## src/rtl/aux_input_conditioner_pkg.sv

```systemverilog
// Shared constants for the auxiliary input conditioner.
// Holds the per-channel debounce state encoding, the index of the resume
// button within the conditioned vector, and a helper that turns a target
// rate in Hz into a board-clock cycle count.
package aux_input_conditioner_pkg;

  localparam int BoardClkHz = 100_000_000;

  localparam int ResumeCh = 16;

  typedef enum logic [1:0] {
    ST_LO    = 2'd0,
    ST_LO2HI = 2'd1,
    ST_HI    = 2'd2,
    ST_HI2LO = 2'd3
  } deb_state_e;

  // Number of board-clock cycles in one period of the given rate.
  function automatic int cnt_hz(input int hz);
    return BoardClkHz / hz;
  endfunction

endpackage

```

## src/rtl/aux_input_conditioner_channel.sv

```systemverilog
// One debounced auxiliary input bit.
// Synchronises the raw pin level, qualifies a new level once it has been
// seen on StableCnt consecutive synchronised samples, and produces the
// registered level, one-cycle rise/fall pulses and a sticky rise flag.
//
// Ports:
//   clk    board clock
//   rst_n  synchronous active-low reset
//   raw    asynchronous pin level
//   clr    clears the sticky event flag
//   level  debounced level
//   rise   one-cycle pulse on accepted 0->1
//   fall   one-cycle pulse on accepted 1->0
//   evt    sticky rise flag
//
// state    | meaning
// ---------+------------------------------------------------
// ST_LO    | accepted level 0, input agrees
// ST_LO2HI | accepted level 0, counting consecutive 1 samples
// ST_HI    | accepted level 1, input agrees
// ST_HI2LO | accepted level 1, counting consecutive 0 samples
module aux_input_conditioner_channel
  import aux_input_conditioner_pkg::*;
#(
  parameter int StableCnt = 4,
  parameter int CntBit    = 3
) (
  input  logic clk,
  input  logic rst_n,
  input  logic raw,
  input  logic clr,
  output logic level,
  output logic rise,
  output logic fall,
  output logic evt
);

  localparam logic [CntBit-1:0] CntLast = CntBit'(StableCnt - 1);
  localparam logic [CntBit-1:0] CntOne  = CntBit'(1);

  logic [1:0]        sync_q;
  logic              s;
  deb_state_e        state_q, state_d;
  logic [CntBit-1:0] cnt_q, cnt_d;
  logic              level_q, level_d;
  logic              rise_q, rise_d;
  logic              fall_q, fall_d;
  logic              evt_q;

  assign s = sync_q[1];

  always_ff @(posedge clk) begin
    if (!rst_n) begin
      sync_q  <= 2'b00;
      state_q <= ST_LO;
      cnt_q   <= '0;
      level_q <= 1'b0;
      rise_q  <= 1'b0;
      fall_q  <= 1'b0;
      evt_q   <= 1'b0;
    end else begin
      sync_q  <= {sync_q[0], raw};
      state_q <= state_d;
      cnt_q   <= cnt_d;
      level_q <= level_d;
      rise_q  <= rise_d;
      fall_q  <= fall_d;
      // Uses the registered rise so a clear landing in the pulse cycle
      // cannot swallow the event.
      evt_q   <= rise_q | (evt_q & ~clr);
    end
  end

  always_comb begin
    state_d = state_q;
    cnt_d   = '0;
    level_d = level_q;
    rise_d  = 1'b0;
    fall_d  = 1'b0;
    unique case (state_q)
      ST_LO: begin
        if (s) begin
          // A one-sample qualification skips the counting state entirely.
          if (CntLast == '0) begin
            state_d = ST_HI;
            level_d = 1'b1;
            rise_d  = 1'b1;
          end else begin
            state_d = ST_LO2HI;
            cnt_d   = CntOne;
          end
        end
      end
      ST_LO2HI: begin
        if (!s) begin
          state_d = ST_LO;
        end else if (cnt_q == CntLast) begin
          state_d = ST_HI;
          level_d = 1'b1;
          rise_d  = 1'b1;
        end else begin
          cnt_d = cnt_q + CntOne;
        end
      end
      ST_HI: begin
        if (!s) begin
          if (CntLast == '0) begin
            state_d = ST_LO;
            level_d = 1'b0;
            fall_d  = 1'b1;
          end else begin
            state_d = ST_HI2LO;
            cnt_d   = CntOne;
          end
        end
      end
      ST_HI2LO: begin
        if (s) begin
          state_d = ST_HI;
        end else if (cnt_q == CntLast) begin
          state_d = ST_LO;
          level_d = 1'b0;
          fall_d  = 1'b1;
        end else begin
          cnt_d = cnt_q + CntOne;
        end
      end
      default: begin
        state_d = ST_LO;
        level_d = 1'b0;
      end
    endcase
  end

  assign level = level_q;
  assign rise  = rise_q;
  assign fall  = fall_q;
  assign evt   = evt_q;

endmodule

```

## src/rtl/aux_input_conditioner.sv

```systemverilog
// Debounce and edge-detect for the board's auxiliary inputs.
// Bit 16 is the resume button, bits 15:0 are the slide switches. Every bit
// is handled by an independent channel; all outputs are registered.
//
// Ports:
//   clk    board clock, the only clock in the block
//   rst_n  synchronous active-low reset
//   raw    asynchronous pin levels
//   clr    per-channel clear for the sticky event flag
//   level  debounced levels
//   rise   one-cycle pulses on accepted 0->1 changes
//   fall   one-cycle pulses on accepted 1->0 changes
//   evt    sticky rise flags for slow-clock consumers
module aux_input_conditioner
  import aux_input_conditioner_pkg::*;
#(
  parameter int NCh       = 17,
  parameter int StableCnt = cnt_hz(100),
  parameter int CntBit    = 20
) (
  input  logic           clk,
  input  logic           rst_n,
  input  logic [NCh-1:0] raw,
  input  logic [NCh-1:0] clr,
  output logic [NCh-1:0] level,
  output logic [NCh-1:0] rise,
  output logic [NCh-1:0] fall,
  output logic [NCh-1:0] evt
);

  for (genvar i = 0; i < NCh; i++) begin : g_ch
    aux_input_conditioner_channel #(
      .StableCnt(StableCnt),
      .CntBit   (CntBit)
    ) u_ch (
      .clk  (clk),
      .rst_n(rst_n),
      .raw  (raw[i]),
      .clr  (clr[i]),
      .level(level[i]),
      .rise (rise[i]),
      .fall (fall[i]),
      .evt  (evt[i])
    );
  end

endmodule

```

## config.mk

```make
export PLATFORM = sky130hd
export DESIGN_NAME = aux_input_conditioner
export DESIGN_NICKNAME = d
export VERILOG_FILES = /design/src/rtl/aux_input_conditioner_pkg.sv /design/src/rtl/aux_input_conditioner_channel.sv /design/src/rtl/aux_input_conditioner.sv
export SDC_FILE = /design/constraint.sdc
export NUM_CORES = 1
export LEC_CHECK = 0
export CORE_ASPECT_RATIO = 1.75
export CORE_MARGIN = 2
export CORE_UTILIZATION = 50
export CTS_CLUSTER_SIZE = 12
export DETAILED_ROUTE_END_ITERATION = 7
export PLACE_DENSITY_LB_ADDON = 0.25
export SLEW_MARGIN = 15
export SYNTH_ARGS = -nofsm -noshare
export SYNTH_HDL_FRONTEND = slang
export SYNTH_HIERARCHICAL = 1
export SYNTH_SLANG_ARGS = --single-unit
```

## constraint.sdc

```tcl
create_clock -name clk -period 2.45 [get_ports clk]
set_clock_uncertainty 0.05 [all_clocks]
set_input_delay 0.3675 -clock clk [delete_from_list [all_inputs] [get_ports clk]]
set_output_delay 0.3675 -clock clk [all_outputs]
set_load 0.02 [all_outputs]
```

==> flow_summary.yaml <==
cts:
  cts_tree: "done"
  clk_pin_slew_ns: 0.06
  clock_latency_ns: 0.55
  clkSinkCount: 476
  cts_buffer_depth: 3
  h-tree-depth: 2
  cts_made_buffers: 47
  cts_root_buf: "clkbuf_16"
  postCtsHoldBufs: 0
global_routing:
  grt_max_degree: 32
  grt_overflow: 0
  gr-usage-all-layers_pct: 19.0
  grt_pass1_vias: 16400
  grt_pass1_wl_mm: 70.7
  antenna_found_initial: 0
floorplanning:
  start_util_pct: 50.7
  die_area_um2: 43100
  die_x_um: 158
  die_y_um: 273
  rows: 98
  coreArea_um2: 40800
  io_pins: 104
power:
  p_per_area_nw_per_um2: 623
  ir_worst_vdd_mv: 0.615
  leakagePower_nw: 7.53
critical_path:
  crit_chain: "or4b_1, or4_1, or3_1, a31oi_1"
  critPathTopFamily: "simple AND/OR/NAND/NOR gates"
  critPathMaxStageDelay_ns: 0.69
  worstSetupEndpointType: "register"
  worstPathRequired_ns: 2.88
  crit_fanout: 8
  slowest_stage: "or4_1"
  crit_type: "reg -> reg"
  crit_path_start_kind: "register"
  worst-path-buf-inv: 0
  cp.arrival_ns: 2.68
drt:
  postRouteAntennaNets: 0
  via_per_inst: 5.54
  detail_route.wl_per_cell_um: 13.7
  drt-total-wl_mm: 41.4
  drt_iter0_drc: 753
  vias: 16700
  dr.pass1.iters: 5
  route.detailed.drc: 0
final_layout:
  finalNonFillerCells: 3018
  diodes: 0
  area_delta_synth_final_pct: 14.2
  layout.nets: 2503
  drive_gt1_share_pct: 5.27
  fillers: 3611
yosys:
  synth_ff_type: "dfxtp_1"
  yosysSeqAreaShare_pct: 46.0
  ys_warn_count: 6
  yosys.area.top_type_share_pct: 46.0
  ys_top_cells_by_count: "476 x dfxtp_1, 293 x nor2_1, 133 x a21oi_1"
  synthesis.area_um2: 20700
  synth_fa_ha_area_share_pct: 1.03
  synth_top_family_by_area: "simple AND/OR/NAND/NOR gates"
  synth_xor_area_share_pct: 9.14
  syn-num-nets: 2396
  synth_most_common_cell: "dfxtp_1"
  ys_types: 57
  synth_compound_area_share_pct: 10.3
  synth.top_cells.by_area: "dfxtp_1 46%, nor2_1 5.3%, xor2_1 5.2%"
  async_flop_share_pct: 0
  synth_edf_count: 0
  avgSynthCellArea_um2: 8.83
  yosys.area.top_type: "dfxtp_1"
  syn_inst: 2343
  muxShareOfSynthArea_pct: 0
  ys_ff_latch: 476
  synth-simple-area-share_pct: 29.5
place:
  dp_hpwl_mm: 29.3
  place_congestion: 0.813
  place.port_buffers: 103
  dpl.cell_count: 2950
sta:
  hold_violations: 0
  rsz0062_at_grt: "no"
  setup_viol: 0
  worstMarginPinSlew_ns: 0.552
  final-max-slew-violation-count: 0
  finalSetupTns_ns: 0
  finalCritPeriodShare_pct: 91.9
  timing.slew.headroom_pct: 62.7
  clock.fmax_ghz: 0.444
  fin_crit_ns: 2.25
run:
  drv_cap: 0
outcome:
  status: "complete, no violations"
min_path:
  hp-class: "in -> reg"
==> per-stage QoR <==
| step | setup slack (ns) | utilization [%] | cell area (µm²) | power, mW | hold WS [ns] |
|---|---|---|---|---|---|
| after floorplan | 0.310 | - | 20700 | 8.15 | 0.362 |
| after global placement | 0.205 | 54.5 | 22300 | 8.31 | 0.364 |
| after detailed placement | 0.134 | 54.5 | 22300 | 8.32 | 0.369 |
| after CTS | 0.133 | 57.9 | 23600 | 15.0 | 0.230 |
| after global routing | 0.0521 | 57.9 | 23600 | 15.3 | 0.253 |
| final | 0.199 | 57.9 | 23600 | 14.7 | 0.256 |
==> logic make-up after synthesis <==
logic type                 after synthesis
buffers and inverters                  182
AOI/OAI and AO/OA                      352
adders and majority gates               17
and+or+nand+nor                       1100
xor gates and xnor gates               216
DFF                                    476
==> worst paths after layout <==
path | startpoint | endpoint | slack [ns] | cells past startpoint
min reg2reg | g_ch[9].u_ch/sync_q[0] | g_ch[9].u_ch/sync_q[1] | 0.38 | 1
max reg2reg | g_ch[0].u_ch/cnt_q[6] | g_ch[0].u_ch/level | 0.20 | 4
min | rst_n | g_ch[6].u_ch/level | 0.26 | 3
max | g_ch[0].u_ch/cnt_q[6] | g_ch[0].u_ch/level | 0.20 | 4
==> flip-flops by register name, indices dropped and copies added (netlist names), named ones only <==
name               cells
g_ch.u_ch/evt         17
g_ch.u_ch/cnt_q      340
g_ch.u_ch/fall        17
g_ch.u_ch/level       17
g_ch.u_ch/rise        17
g_ch.u_ch/state_q     17
g_ch.u_ch/sync_q      34
==> tightest hold or removal path, delay by kind of cell <==
| family | cells | cell delay, ns |
|---|---|---|
| buffers and inverters | 2 | 0.38 |
| AO/OA/AOI/OAI | 1 | 0.04 |
==> what timing repair did <==
action                                  CTS  global route
buffers inserted                          0             1
gates resized for setup                   0             0
endpoints found under the setup margin    0             2
==> power breakdown <==
part	internal [mW]	switching, mW	total [mW]
Clock	3.76	2.82	6.58
Sequential	7.81	0.0502	7.86
Combinational	0.149	0.142	0.291
==> layout by cell type, fill, tap and decap left out, types with 4 or more instances in the layout <==
master           synthesis  final
nand2_1                114    114
a31oi_1                 14     14
dfxtp_1                476    476
or3_2                    6      6
nand2b_1                 4      4
nor4b_1                 31     31
a211o_1                 11     11
nor4_1                  32     32
nor2_1                 293    293
nand3_2                 11     11
o31ai_1                 42     42
clkbuf_16                0     49
clkbuf_1                10     10
xnor2_1                 94     94
a21o_1                  12     12
buf_4                   13     29
and2_1                  45     45
or4_1                   52     52
xor2_1                 122    122
clkdlybuf4s50_1          0    102
and4_1                  56     56
or3_1                   59     59
inv_1                  105    105
and3b_1                 11     11
o211ai_1                 7      7
nor3_1                  33     33
clkbuf_8                 0      6
ha_1                    17     17
nand3_1                132    132
or2_2                    4      4
nand4_1                101    101
nor2b_1                 39     39
nor4bb_1                 4      4
o21a_1                  17     17
buf_12                   0      4
a21oi_1                133    133
o21ai_0                103    103
and3_1                  55     55
==> final cells by class <==
cell class	count	area, µm²	share of cell area (%)
clock buffer	65	1350	5.69
timing repair buffer	135	1320	5.58
multi-input combinational	1685	10400	43.8
tap	550	688	2.91
clock inverter	2	10.0	0.0423
sequential	476	9530	40.3
inverter	105	394	1.67
==> metal layers <==
| metal | global-route usage (%) | part of all wire, % |
|---|---|---|
| met5 | 0 | 0 |
| met4 | 7.34 | 3.2 |
| met3 | 2.70 | 2.9 |
| met2 | 37.1 | 53 |
| met1 | 19.9 | 40 |
No activity file was read; power rests on OpenSTA's default activity.
